<file path="src/rtl/spi_reg_if.sv">
// SPI mode-0 slave that turns an address byte plus a burst of data bytes into
// single-cycle register-write strobes with an auto-incrementing pointer.
module spi_reg_if #(
    parameter int unsigned NUM_REGS    = 31,
    parameter int unsigned SYNC_STAGES = 2
) (
    input  logic       clk,
    input  logic       rst,
    input  logic       sclk,
    input  logic       cs_n,
    input  logic       mosi,
    output logic       we,
    output logic [7:0] addr,
    output logic [7:0] data_out,
    output logic       busy,
    output logic       wr_err
);

    typedef enum logic [1:0] {StIdle, StAddr, StData} state_e;

    logic [SYNC_STAGES-1:0] sclk_sync_q, cs_sync_q, mosi_sync_q;
    logic                   sclk_prev_q, cs_prev_q;
    logic [SYNC_STAGES:0]   flush_q;
    logic                   armed_q, armed_d;
    state_e                 state_q, state_d;
    logic [2:0]             bit_cnt_q, bit_cnt_d;
    logic [6:0]             shift_q, shift_d;
    logic [7:0]             ptr_q, ptr_d;
    logic [7:0]             addr_q, addr_d;
    logic [7:0]             data_q, data_d;
    logic                   we_q, we_d;
    logic                   err_q, err_d;

    logic       sclk_s, cs_s, mosi_s;
    logic       sclk_rise, cs_fall, cs_rise;
    logic [7:0] rx_byte;

    assign sclk_s    = sclk_sync_q[SYNC_STAGES-1];
    assign cs_s      = cs_sync_q[SYNC_STAGES-1];
    assign mosi_s    = mosi_sync_q[SYNC_STAGES-1];
    assign sclk_rise = sclk_s & ~sclk_prev_q;
    assign cs_fall   = ~cs_s & cs_prev_q;
    assign cs_rise   = cs_s & ~cs_prev_q;
    assign rx_byte   = {shift_q, mosi_s};

    always_ff @(posedge clk or negedge rst) begin
        if (!rst) begin
            sclk_sync_q <= '1;
            cs_sync_q   <= '1;
            mosi_sync_q <= '0;
            sclk_prev_q <= 1'b1;
            cs_prev_q   <= 1'b1;
            flush_q     <= '0;
        end else begin
            sclk_sync_q <= {sclk_sync_q[SYNC_STAGES-2:0], sclk};
            cs_sync_q   <= {cs_sync_q[SYNC_STAGES-2:0], cs_n};
            mosi_sync_q <= {mosi_sync_q[SYNC_STAGES-2:0], mosi};
            sclk_prev_q <= sclk_s;
            cs_prev_q   <= cs_s;
            flush_q     <= {flush_q[SYNC_STAGES-1:0], 1'b1};
        end
    end

    always_ff @(posedge clk or negedge rst) begin
        if (!rst) begin
            armed_q   <= 1'b0;
            state_q   <= StIdle;
            bit_cnt_q <= 3'd0;
            shift_q   <= 7'd0;
            ptr_q     <= 8'd0;
            addr_q    <= 8'd0;
            data_q    <= 8'd0;
            we_q      <= 1'b0;
            err_q     <= 1'b0;
        end else begin
            armed_q   <= armed_d;
            state_q   <= state_d;
            bit_cnt_q <= bit_cnt_d;
            shift_q   <= shift_d;
            ptr_q     <= ptr_d;
            addr_q    <= addr_d;
            data_q    <= data_d;
            we_q      <= we_d;
            err_q     <= err_d;
        end
    end

    always_comb begin
        // Arm only once the synchronizer carries real post-reset pin values and
        // cs_n is seen high, so a cs_n held low across reset starts no frame.
        armed_d   = armed_q | (flush_q[SYNC_STAGES] & cs_s);
        state_d   = state_q;
        bit_cnt_d = bit_cnt_q;
        shift_d   = shift_q;
        ptr_d     = ptr_q;
        addr_d    = addr_q;
        data_d    = data_q;
        we_d      = 1'b0;
        err_d     = 1'b0;
        case (state_q)
            StIdle: begin
                if (cs_fall && armed_q) begin
                    state_d   = StAddr;
                    bit_cnt_d = 3'd0;
                end
            end
            StAddr, StData: begin
                if (sclk_rise) begin
                    shift_d   = rx_byte[6:0];
                    bit_cnt_d = bit_cnt_q + 3'd1;
                    if (bit_cnt_q == 3'd7) begin
                        if (state_q == StAddr) begin
                            ptr_d   = rx_byte;
                            state_d = StData;
                        end else begin
                            if (32'(ptr_q) < NUM_REGS) begin
                                we_d   = 1'b1;
                                addr_d = ptr_q;
                                data_d = rx_byte;
                            end else begin
                                err_d = 1'b1;
                            end
                            ptr_d = ptr_q + 8'd1;
                        end
                    end
                end
                // A byte completing in this same cycle is still emitted above.
                if (cs_rise) begin
                    state_d = StIdle;
                end
            end
            default: state_d = StIdle;
        endcase
    end

    assign we       = we_q;
    assign wr_err   = err_q;
    assign addr     = addr_q;
    assign data_out = data_q;
    assign busy     = (state_q != StIdle);

endmodule

</file>
<file path="config.mk">
export PLATFORM = sky130hd
export DESIGN_NAME = spi_reg_if
export DESIGN_NICKNAME = d
export VERILOG_FILES = /design/src/rtl/spi_reg_if.sv
export SDC_FILE = /design/constraint.sdc
export NUM_CORES = 1
export LEC_CHECK = 0
export BUFFER_PORTS_ARGS = -buffer_cell sky130_fd_sc_hd__clkbuf_2
export CAP_MARGIN = 20
export CORE_MARGIN = 2
export CORE_UTILIZATION = 30
export CTS_CLUSTER_SIZE = 14
export DETAILED_ROUTE_END_ITERATION = 10
export GPL_TIMING_DRIVEN = 0
export SETUP_SLACK_MARGIN = 0.05
export SYNTH_ARGS = -nofsm -noshare
export SYNTH_HDL_FRONTEND = slang
export SYNTH_SLANG_ARGS = --single-unit
</file>
<file path="constraint.sdc">
create_clock -name clk -period 2.6 [get_ports clk]
set_input_delay 0.52 -clock clk [delete_from_list [all_inputs] [get_ports clk]]
set_output_delay 0.52 -clock clk [all_outputs]
set_load 0.02 [all_outputs]
</file>
# == Word level (Yosys, flattened, before mapping) ==
# Index checks and enable logic that the tools add are counted.
# word_totals
in_bits,5
out_inout_bits,19
ff_bits,50
# classes
reduce_logical,10
n_eq_ne,8
n_lt_le_gt_ge,1
muxes,20
bitwise_logic,9
addsub,2
# ops
operator,n
1-bit 2-to-1 mux,10
2-bit 2-to-1 mux,5
"3-bit != test, second input constant",3
"8-bit by 1-bit adder with 8-bit output, second input constant",1
"8-bit by 5-bit less-than comparator with 1-bit output, second input constant",1
8-bit 2-to-1 mux,1
3-bit 2-to-1 mux,2
3-bit case mux with 2 select lines,1
3-bit AND reduction,2
5-bit AND reduction,1
1-bit bitwise AND,4
"2-bit != test, second input constant",2
1-bit inverter,4
2-bit case mux with 2 select lines,1
4-bit AND reduction,1
2-bit nonzero test,2
"3-bit by 1-bit adder with 3-bit output, second input constant",1
"3-bit == test, second input constant",1
"2-bit by 1-bit == test with 1-bit output, second input constant",1
"2-bit == test, second input constant",1
2-bit zero test,1
2-bit AND reduction,1
2-bit OR reduction,1
1-bit logical AND,1
1-bit bitwise OR,1

# == Longest topological paths before layout ==
# Gate-level depths: netlist of run 1.
# logic_depth
depth_word,6
ltp_mapped,7
depth_no_buf,5

# == Worst setup path before layout of run 1 ==
# Ideal clock, no wire load.
# synth_timing
path_kind,register to register
from,register state_q[0]
to,register data_q[2] (netlist: data_out[2])
setup_slack_ps,457
t_arrival_ps,2018
path_stages_with_launch,8
required_time_ps,2475
synth_period_minus_slack_ps,2143
path_cell_list,dfrtp_1 > inv_1 > ha_1 > clkbuf_2 > nand4b_4 > nor4_4 > buf_6 > mux2_4
# synth_between
elab_chain_len,3
# synth_rtl
item,line,source
start: declaration,25,"state_e state_q, state_d;"
start signal: assignment,67,state_q <= StIdle;
start signal: assignment,77,state_q <= state_d;
2-bit by 1-bit == test with 1-bit output or 2-bit == test (tied branches),"100, 112",
2-bit OR reduction or 1-bit inverter (tied branches),n/a,
5-bit AND reduction (no line) *,n/a,
end signal: assignment,82,data_q <= data_d;
end: declaration,30,"logic [7:0] data_q, data_d;"
# Mark *: on every way between the ends. The rest lies on a longest branch, timed or not.
# A chain may end at the register's enable or synchronous reset.

# == Worst setup path in the final report of run 1 ==
# layout_timing
from,register state_q[0]
to,register data_q[5] (netlist: data_out[5])
# The elaborated chain is that of the path after synthesis.

==> impl_metrics.tcl, run 1 <==
set metrics [dict create \
    htreeDepth 2 \
    min_period_ns 2.36 \
    drtIter0Drc 64 \
    tightestPinTransition_ns 0.744 \
    final_common_cell "dfrtp_1" \
    detail-route-antenna-nets 0 \
    antenna_found_initial 0 \
    hold_ws_ns 0.265 \
    ys.flop_type "dfrtp_1" \
    synthToLayoutAreaGrowth_pct 16.2 \
    gr-total-overflow 0 \
    cts.repair.resized 0 \
    relSlewSlack_pct 50.4 \
    ff2ff_path_depth 7 \
    cts_max_path_buffers 2 \
    syn-instance-count 175 \
    hold_viol_final 0 \
    dp_cells 295 \
    fin_util_pct 36.5 \
    syn_nets 187 \
    routed_wl_mm 3.85 \
    cts_tree "built" \
    dr.pass1.iters 4 \
    drc 0 \
    grt_setup_unrepaired "no" \
    n_antenna_cell 0 \
    netlist_area_mm2 0.00216 \
    endpoint_kind "flip-flop" \
    cts_inserted_buffers 5 \
    layout_common_cells "44 x dfrtp_1, 26 x nand2_1, 24 x clkbuf_2, 9 x mux2_2, 7 x ha_1" \
    grt_pass1_vias 1330 \
    grt_max_degree 29 \
    critPathMaxFanout 10 \
    place_congestion 0.787 \
    row_count 30 \
    ios 24 \
    critPathRequiredTime_ns 2.79 \
    drive_gt1_share_pct 27.5 \
    cts.reportedPaths.clkPinSlew_ns 0.09 \
    p_leak_nw 1.24 \
    synth_edf_count 0 \
    ctsHoldBuffers 0 \
    insertion_delay_ns 0.30 \
    max_freq_mhz 424 \
    synth-seq-cells 50 \
    start_util_pct 31.4 \
    holdCritPathClass "in -> async" \
    numPortBuffers 23 \
    fin_crit_sh_pct 90.6 \
    path_class "reg -> reg" \
    yosysUniqueCellTypes 43 \
    core_mm2 0.00687 \
    cts_sinks 50 \
    ys_seq_area_share_pct 58.3 \
    outcome "completed" \
    stdcell_count 303 \
    cts_setup_buffers 0 \
    async_flop_share_pct 100 \
    fin_tns_setup_ns 0 \
    track_usage_pct 10.8 \
    grt_pass1_wl_mm 6.47 \
    viasPerCell 4.64 \
    fin_skew_ns 0.00398 \
    drv_cap 0 \
    synth.avg_cell_area_um2 12.3 \
    synth_warnings 0 \
    cts_root_buf "clkbuf_8" \
    routed-via-count 1405 \
    p_per_area_mw_per_mm2 716 \
    critPathLaunchType "flip-flop" \
    avgRoutedWirePerCell_um 12.7 \
    hpwlAfterDp_mm 2.76 \
    die_w_um 88.8 \
    arrival_ns 2.55 \
    fp.dieArea_mm2 0.00789 \
    fin_nets 218 \
    finalMaxSlewViolations 0 \
    r2r_slack_ns 0.24 \
    die_h_um 88.8 \
    vdd_drop_max_uv 242 \
    setup_viol 0 \
]
-- power breakdown --
group	internal [W]	leakage, nW	switching, W
clock	0.000190	0.0452	0.000258
combinational	0.000159	0.538	0.000240
sequential	0.000866	0.652	0.0000818
total	0.00122	1.24	0.000580
-- cell usage after synthesis, types with 2 or more instances --
cell / n / area share (%)
inv_1: 5 / 0.87
nand3b_1: 3 / 1.0
nand2b_1: 2 / 0.58
a21oi_1: 5 / 1.2
nand2_1: 26 / 4.5
nand4_1: 2 / 0.58
o21ai_0: 5 / 1.2
and4_1: 2 / 0.81
clkbuf_1: 4 / 0.70
dfstp_2: 6 / 7.3
a21o_1: 2 / 0.70
mux2_4: 6 / 4.2
nor2_1: 6 / 1.0
a32o_1: 2 / 0.93
nand3_1: 3 / 0.70
and4b_1: 2 / 0.93
o22ai_1: 3 / 0.87
dfrtp_1: 44 / 51
nor2b_1: 5 / 1.4
a211oi_1: 2 / 0.70
mux2i_1: 2 / 0.93
mux2_2: 9 / 4.7
and3b_1: 2 / 0.81
ha_1: 7 / 4.1
nand4b_1: 2 / 0.81
-- sequential cells by signal, summed over array words and instances (netlist names), 2 cells and up --
register	count
state_q	2
flush_q	3
addr	8
data_out	8
mosi_sync_q	2
bit_cnt_q	3
ptr_q	8
shift_q	7
cs_sync_q	2
sclk_sync_q	2
-- routing by layer --
layer,GRT usage (%),up-vias,part of all wire [%]
met5,0,-,0
met4,2.89,0,0.96
met3,3.73,6,4.4
met2,16.9,28,49
met1,14.4,694,46
li1,-,677,-
-- path summary, 6_finish.rpt --
| check | start | end |
|---|---|---|
| hold / removal | rst | mosi_sync_q[0] |
| min in group clk | cs_n | cs_sync_q[0] |
| max in group asynchronous | rst | ptr_q[6] |
| hold reg to reg | mosi_sync_q[0] | mosi_sync_q[1] |
| setup / recovery | state_q[0] | data_out[5] |
| setup reg to reg | state_q[0] | data_out[5] |
-- critical path: stages (launching register included) --
cell and delay [ns]:
dfrtp_1 0.40, inv_1 0.08, ha_1 0.27, clkbuf_2 0.18, nand4b_4 0.20, nor4_4 0.53, buf_6 0.26, mux2_4 0.31
-- layout make-up --
cell class,count,area (um2)
inverter,5,18.8
clock inverter,2,13.8
clock buffer,6,72.6
fill,688,4360
timing repair buffer,24,143
buffer,7,36.3
multi-input combinational,113,845
sequential,50,1260
tap,96,120
-- kinds of logic after synthesis --
kind of cell / synth area share (%)
and+or+nand+nor: 16.8
muxes: 9.80
DFF: 58.3
buffers and inverters: 2.55
other: 0.174
AOI/OAI and AO/OA: 8.29
adders and majority gates: 4.06
-- through the flow --
stage          cell area [um2]  setup slack, ns  power [W]
2_1_floorplan             2160            0.457    0.00124
3_3_place_gp              2390            0.164    0.00135
3_5_place_dp              2420            0.127    0.00137
4_1_cts                   2510            0.110    0.00182
5_1_grt                   2510            0.104    0.00192
6_report                  2510            0.244    0.00180
(Power assumes the default switching activity.)
==> run 2: changes to the inputs <==
--- a/config.mk
+++ b/config.mk
@@ -12,6 +12,7 @@
 export CTS_CLUSTER_SIZE = 14
 export DETAILED_ROUTE_END_ITERATION = 10
 export GPL_TIMING_DRIVEN = 0
+export REMOVE_ABC_BUFFERS = 1
 export SETUP_SLACK_MARGIN = 0.05
 export SYNTH_ARGS = -nofsm -noshare
 export SYNTH_HDL_FRONTEND = slang
==> constraint.sdc (replaced) <==
create_clock -name clk -period 2.6 [get_ports clk]
set_input_delay 0.52 -clock clk [delete_from_list [all_inputs] [get_ports clk]]
set_output_delay 0.52 -clock clk [all_outputs]
set_load 0.005 [all_outputs]
==> impl_metrics.tcl, run 2 (synthesis results as in run 1) <==
set metrics [dict create \
    antenna_found_initial 0 \
    cts_sinks 50 \
    grt_setup_unrepaired "no" \
    min_period_ns 2.32 \
    numPortBuffers 23 \
    ff2ff_path_depth 6 \
    fin_skew_ns 0.00539 \
    stdcell_count 297 \
    routed_wl_mm 3.72 \
    start_util_pct 31.4 \
    finalPower_w 0.00180 \
    hold_ws_ns 0.218 \
    core_mm2 0.00687 \
    ctsHoldBuffers 0 \
    finalInstanceArea_mm2 0.00249 \
    critPathMaxFanout 12 \
    hpwlAfterDp_mm 2.66 \
    fin_tns_setup_ns 0 \
    die_h_um 88.8 \
    critPathLaunchType "flip-flop" \
    drive_gt1_share_pct 27.9 \
    track_usage_pct 11.0 \
    fillCellCount 671 \
    vdd_drop_max_uv 395 \
    timing.rr.start "state_q[0]" \
    relSlewSlack_pct 44.4 \
    cts_setup_buffers 0 \
    fp.dieArea_mm2 0.00789 \
    grt_max_degree 28 \
    gr-total-overflow 0 \
    layout_common_cells "44 x dfrtp_1, 26 x nand2_1, 23 x clkbuf_2, 9 x mux2_2, 7 x ha_1" \
    finalMaxSlewViolations 0 \
    placed_area_mm2 0.00239 \
    holdCritPathClass "in -> async" \
    cts_max_path_buffers 2 \
    row_count 30 \
    drtIter0Drc 29 \
    r2r_slack_ns 0.28 \
    drv_cap 0 \
    endpoint_kind "flip-flop" \
    final_common_cell "dfrtp_1" \
    cts.repair.resized 0 \
    p_per_area_mw_per_mm2 724 \
    drc 0 \
    die_w_um 88.8 \
    routed-via-count 1373 \
    p_leak_nw 1.22 \
    avgRoutedWirePerCell_um 12.5 \
    setup_viol 0 \
    place_congestion 0.724 \
    ios 24 \
    hold_viol_final 0 \
    worstReg2RegEnd "addr[1]" \
    synthToLayoutAreaGrowth_pct 15.4 \
    fin_nets 212 \
    cts.reportedPaths.clkPinSlew_ns 0.09 \
    detail-route-antenna-nets 0 \
    dp_cells 289 \
    grt_pass1_wl_mm 6.72 \
    cts_tree "built" \
    htreeDepth 2 \
    dr.pass1.iters 4 \
    critPathRequiredTime_ns 2.79 \
    insertion_delay_ns 0.30 \
    cts_inserted_buffers 5 \
    arrival_ns 2.51 \
    n_antenna_cell 0 \
    viasPerCell 4.62 \
    tightestPinTransition_ns 0.833 \
    max_freq_mhz 431 \
    grt_pass1_vias 1425 \
    cts_root_buf "clkbuf_8" \
    path_class "reg -> reg" \
    outcome "completed" \
    fin_crit_sh_pct 89.2 \
]
==> run 2: stage by stage <==
stage	setup slack, ns	utilization (%)
2_1_floorplan	0.266	-
3_3_place_gp	-0.119	34.3
3_5_place_dp	0.133	34.8
4_1_cts	0.115	36.3
5_1_grt	0.0914	36.3
6_report	0.280	36.3
==> run 2: layer usage <==
layer	routed length (um)	global-route usage, %	vias to the layer above
met5	0	0	-
met4	47	3.31	0
met3	152	3.17	7
met2	1740	17.4	24
met1	1780	14.6	674
li1	-	-	668
==> run 2: worst max path at each step <==
stage          slack, ns       start  cells after the start          end
2_1_floorplan       0.27  state_q[0]                      5      addr[0]
3_3_place_gp       -0.12  state_q[0]                      5  data_out[0]
3_5_place_dp        0.13  state_q[0]                      6      addr[0]
4_1_cts             0.11  state_q[0]                      6      addr[1]
5_1_grt             0.09  state_q[0]                      6      addr[2]
6_report            0.28  state_q[0]                      6      addr[1]
==> run 2: power by group <==
part           switching [W]  total, W  leakage (nW)  internal [W]
Sequential         0.0000801  0.000946         0.652      0.000866
Clock               0.000261  0.000480        0.0478      0.000219
Combinational       0.000225  0.000378         0.522      0.000153
==> run 2: final cells by class <==
| class | instances | area (um2) | share of cell area (%) |
|---|---|---|---|
| clock buffer | 6 | 82.6 | 3.31 |
| clock inverter | 2 | 16.3 | 0.653 |
| inverter | 5 | 18.8 | 0.753 |
| multi-input combinational | 113 | 845 | 33.9 |
| sequential | 50 | 1260 | 50.5 |
| tap | 96 | 120 | 4.82 |
| timing repair buffer | 25 | 150 | 6.03 |
==> run 2: worst max-delay path, stage by stage (launching register included) <==
cell      delay [ns]
dfrtp_1         0.41
inv_1           0.08
ha_1            0.42
nand4b_4        0.22
nor4_4          0.51
buf_8           0.23
mux2_2          0.33
==> run 3: changes to the inputs <==
--- a/config.mk
+++ b/config.mk
@@ -7,6 +7,7 @@
 export LEC_CHECK = 0
 export BUFFER_PORTS_ARGS = -buffer_cell sky130_fd_sc_hd__clkbuf_2
 export CAP_MARGIN = 20
+export CORE_ASPECT_RATIO = 2
 export CORE_MARGIN = 2
 export CORE_UTILIZATION = 30
 export CTS_CLUSTER_SIZE = 14
==> impl_metrics.tcl, run 3 (synthesis results as in run 1) <==
set metrics [dict create \
    outcome "completed" \
    htreeDepth 2 \
    cts.repair.resized 0 \
    p_int_w 0.00140 \
    met1_usage_pct 12.4 \
    cts.reportedPaths.clkPinSlew_ns 0.06 \
    grt_pass1_wl_mm 6.80 \
    hpwlAfterDp_mm 2.84 \
    max_freq_mhz 464 \
    routed-via-count 1421 \
    gr-usage-met2_pct 19.9 \
    ctsHoldBuffers 0 \
    fin_nets 214 \
    grtUsageMet3_pct 2.80 \
    cts_sinks 50 \
    vdd_drop_max_uv 399 \
    holdCritPathClass "in -> async" \
    die_w_um 64.0 \
    relSlewSlack_pct 47.2 \
    cts_root_buf "clkbuf_16" \
    p_per_area_mw_per_mm2 775 \
    stdcell_count 293 \
    path_buf_inv 1 \
    slowest_stage "ha_1" \
    fin_crit_sh_pct 82.9 \
    grt_setup_unrepaired "no" \
    critPathRequiredTime_ns 2.77 \
    routed_wl_mm 3.89 \
    critPathMaxStageDelay_ns 0.69 \
    clock_power_share_pct 32.8 \
    min_period_ns 2.16 \
    viasPerCell 4.85 \
    drv_cap 0 \
    final_common_cell "dfrtp_1" \
    drc 0 \
    grt_pass1_vias 1405 \
    critPathMaxFanout 23 \
    tightestPinTransition_ns 0.792 \
    setup_viol 0 \
    row_count 43 \
    avgRoutedWirePerCell_um 13.3 \
    dr.pass1.iters 4 \
    fin_tns_setup_ns 0 \
    cts_tree "built" \
    track_usage_pct 11.3 \
    path_class "reg -> reg" \
    finalMaxSlewViolations 0 \
    critPathLaunchType "flip-flop" \
    n_antenna_cell 0 \
    finalPower_w 0.00197 \
    arrival_ns 2.32 \
    switching_share_pct 28.8 \
    fp.dieArea_mm2 0.00793 \
    path_cells "inv_1, ha_1, nand4b_1, a32oi_1, mux2_2" \
    grt_max_degree 35 \
    die_h_um 124 \
    endpoint_kind "flip-flop" \
    p_leak_nw 1.25 \
    placed_area_mm2 0.00238 \
    cts_inserted_buffers 5 \
    drive_gt1_share_pct 27.6 \
    core_mm2 0.00694 \
    crit_family "adder cells" \
    dp_cells 283 \
    top_usage_layer "met2" \
    ios 24 \
    gr-total-overflow 0 \
    power_frac_seq_pct 48.3 \
    place_congestion 0.757 \
    start_util_pct 31.1 \
    insertion_delay_ns 0.28 \
    drtIter0Drc 27 \
    layout_common_cells "44 x dfrtp_1, 26 x nand2_1, 23 x clkbuf_2, 9 x mux2_2, 7 x ha_1" \
    fillCellCount 699 \
    cts_max_path_buffers 2 \
    synthToLayoutAreaGrowth_pct 17.8 \
    detail-route-antenna-nets 0 \
    numPortBuffers 23 \
    p_sw_w 0.000566 \
    hold_viol_final 0 \
    pwr-share-comb_pct 18.9 \
    antenna_found_initial 0 \
    fin_skew_ns 0.00415 \
    finalInstanceArea_mm2 0.00254 \
]
==> run 3: changes by cell type in the layout (fill, tap and decap cells not counted), sizes merged <==
| cell | previous run | this run |
|---|---|---|
| clkbuf | 29 | 31 |
| buf | 2 | 4 |
| inv | 6 | 5 |
| clkinvlp | 1 | 0 |
==> run 3: routing by layer <==
metal,wire [um],up-vias
met1,1560,708
met5,0,-
met2,2120,29
li1,-,677
met3,119,7
met4,87,0
==> run 3: worst paths after layout <==
check                                 from              to  slack [ns]  cells after the start
worst max register to register  state_q[1]      state_q[0]        0.44                      5
worst min-delay path                   rst     data_out[5]        0.16                      1
worst min register to register  flush_q[1]      flush_q[2]        0.35                      0
worst max-delay path            state_q[1]      state_q[0]        0.44                      5
max in group asynchronous              rst  sclk_sync_q[0]        1.84                      2
min in group clk                      sclk  sclk_sync_q[0]        0.31                      1
==> run 3: through the flow <==
| step | hold WS, ns | setup WS (ns) | utilization, % |
|---|---|---|---|
| after floorplan | 0.224 | 0.266 | - |
| after global placement | 0.332 | -0.162 | 33.9 |
| after detailed placement | 0.339 | 0.00780 | 34.3 |
| after CTS | 0.175 | 0.105 | 36.4 |
| after global routing | 0.205 | 0.270 | 36.6 |
| final | 0.164 | 0.443 | 36.6 |
==> run 3: layout make-up <==
class                           instances  area [um2]  area share (%)
Multi-Input combinational cell        113         845            33.2
Sequential cell                        50        1260            49.5
Tap cell                               90         113            4.43
Inverter                                5        18.8           0.738
Clock buffer                            8         146            5.76
Timing Repair Buffer                   27         161            6.35
==> run 3: power groups by stage <==
stage	combinational, W	sequential (W)	clock [W]
finish	0.000373	0.000951	0.000646
global placement	0.000363	0.000965	0
detailed placement	0.000379	0.000970	0
global route	0.000428	0.000970	0.000700
floorplan	0.000285	0.000937	0
CTS	0.000381	0.000955	0.000673
==> run 3: what timing repair did <==
action	in CTS	in global routing
endpoints found under the setup margin	7	7
pin swaps	1	1
buffers inserted	0	2
gates cloned	0	0
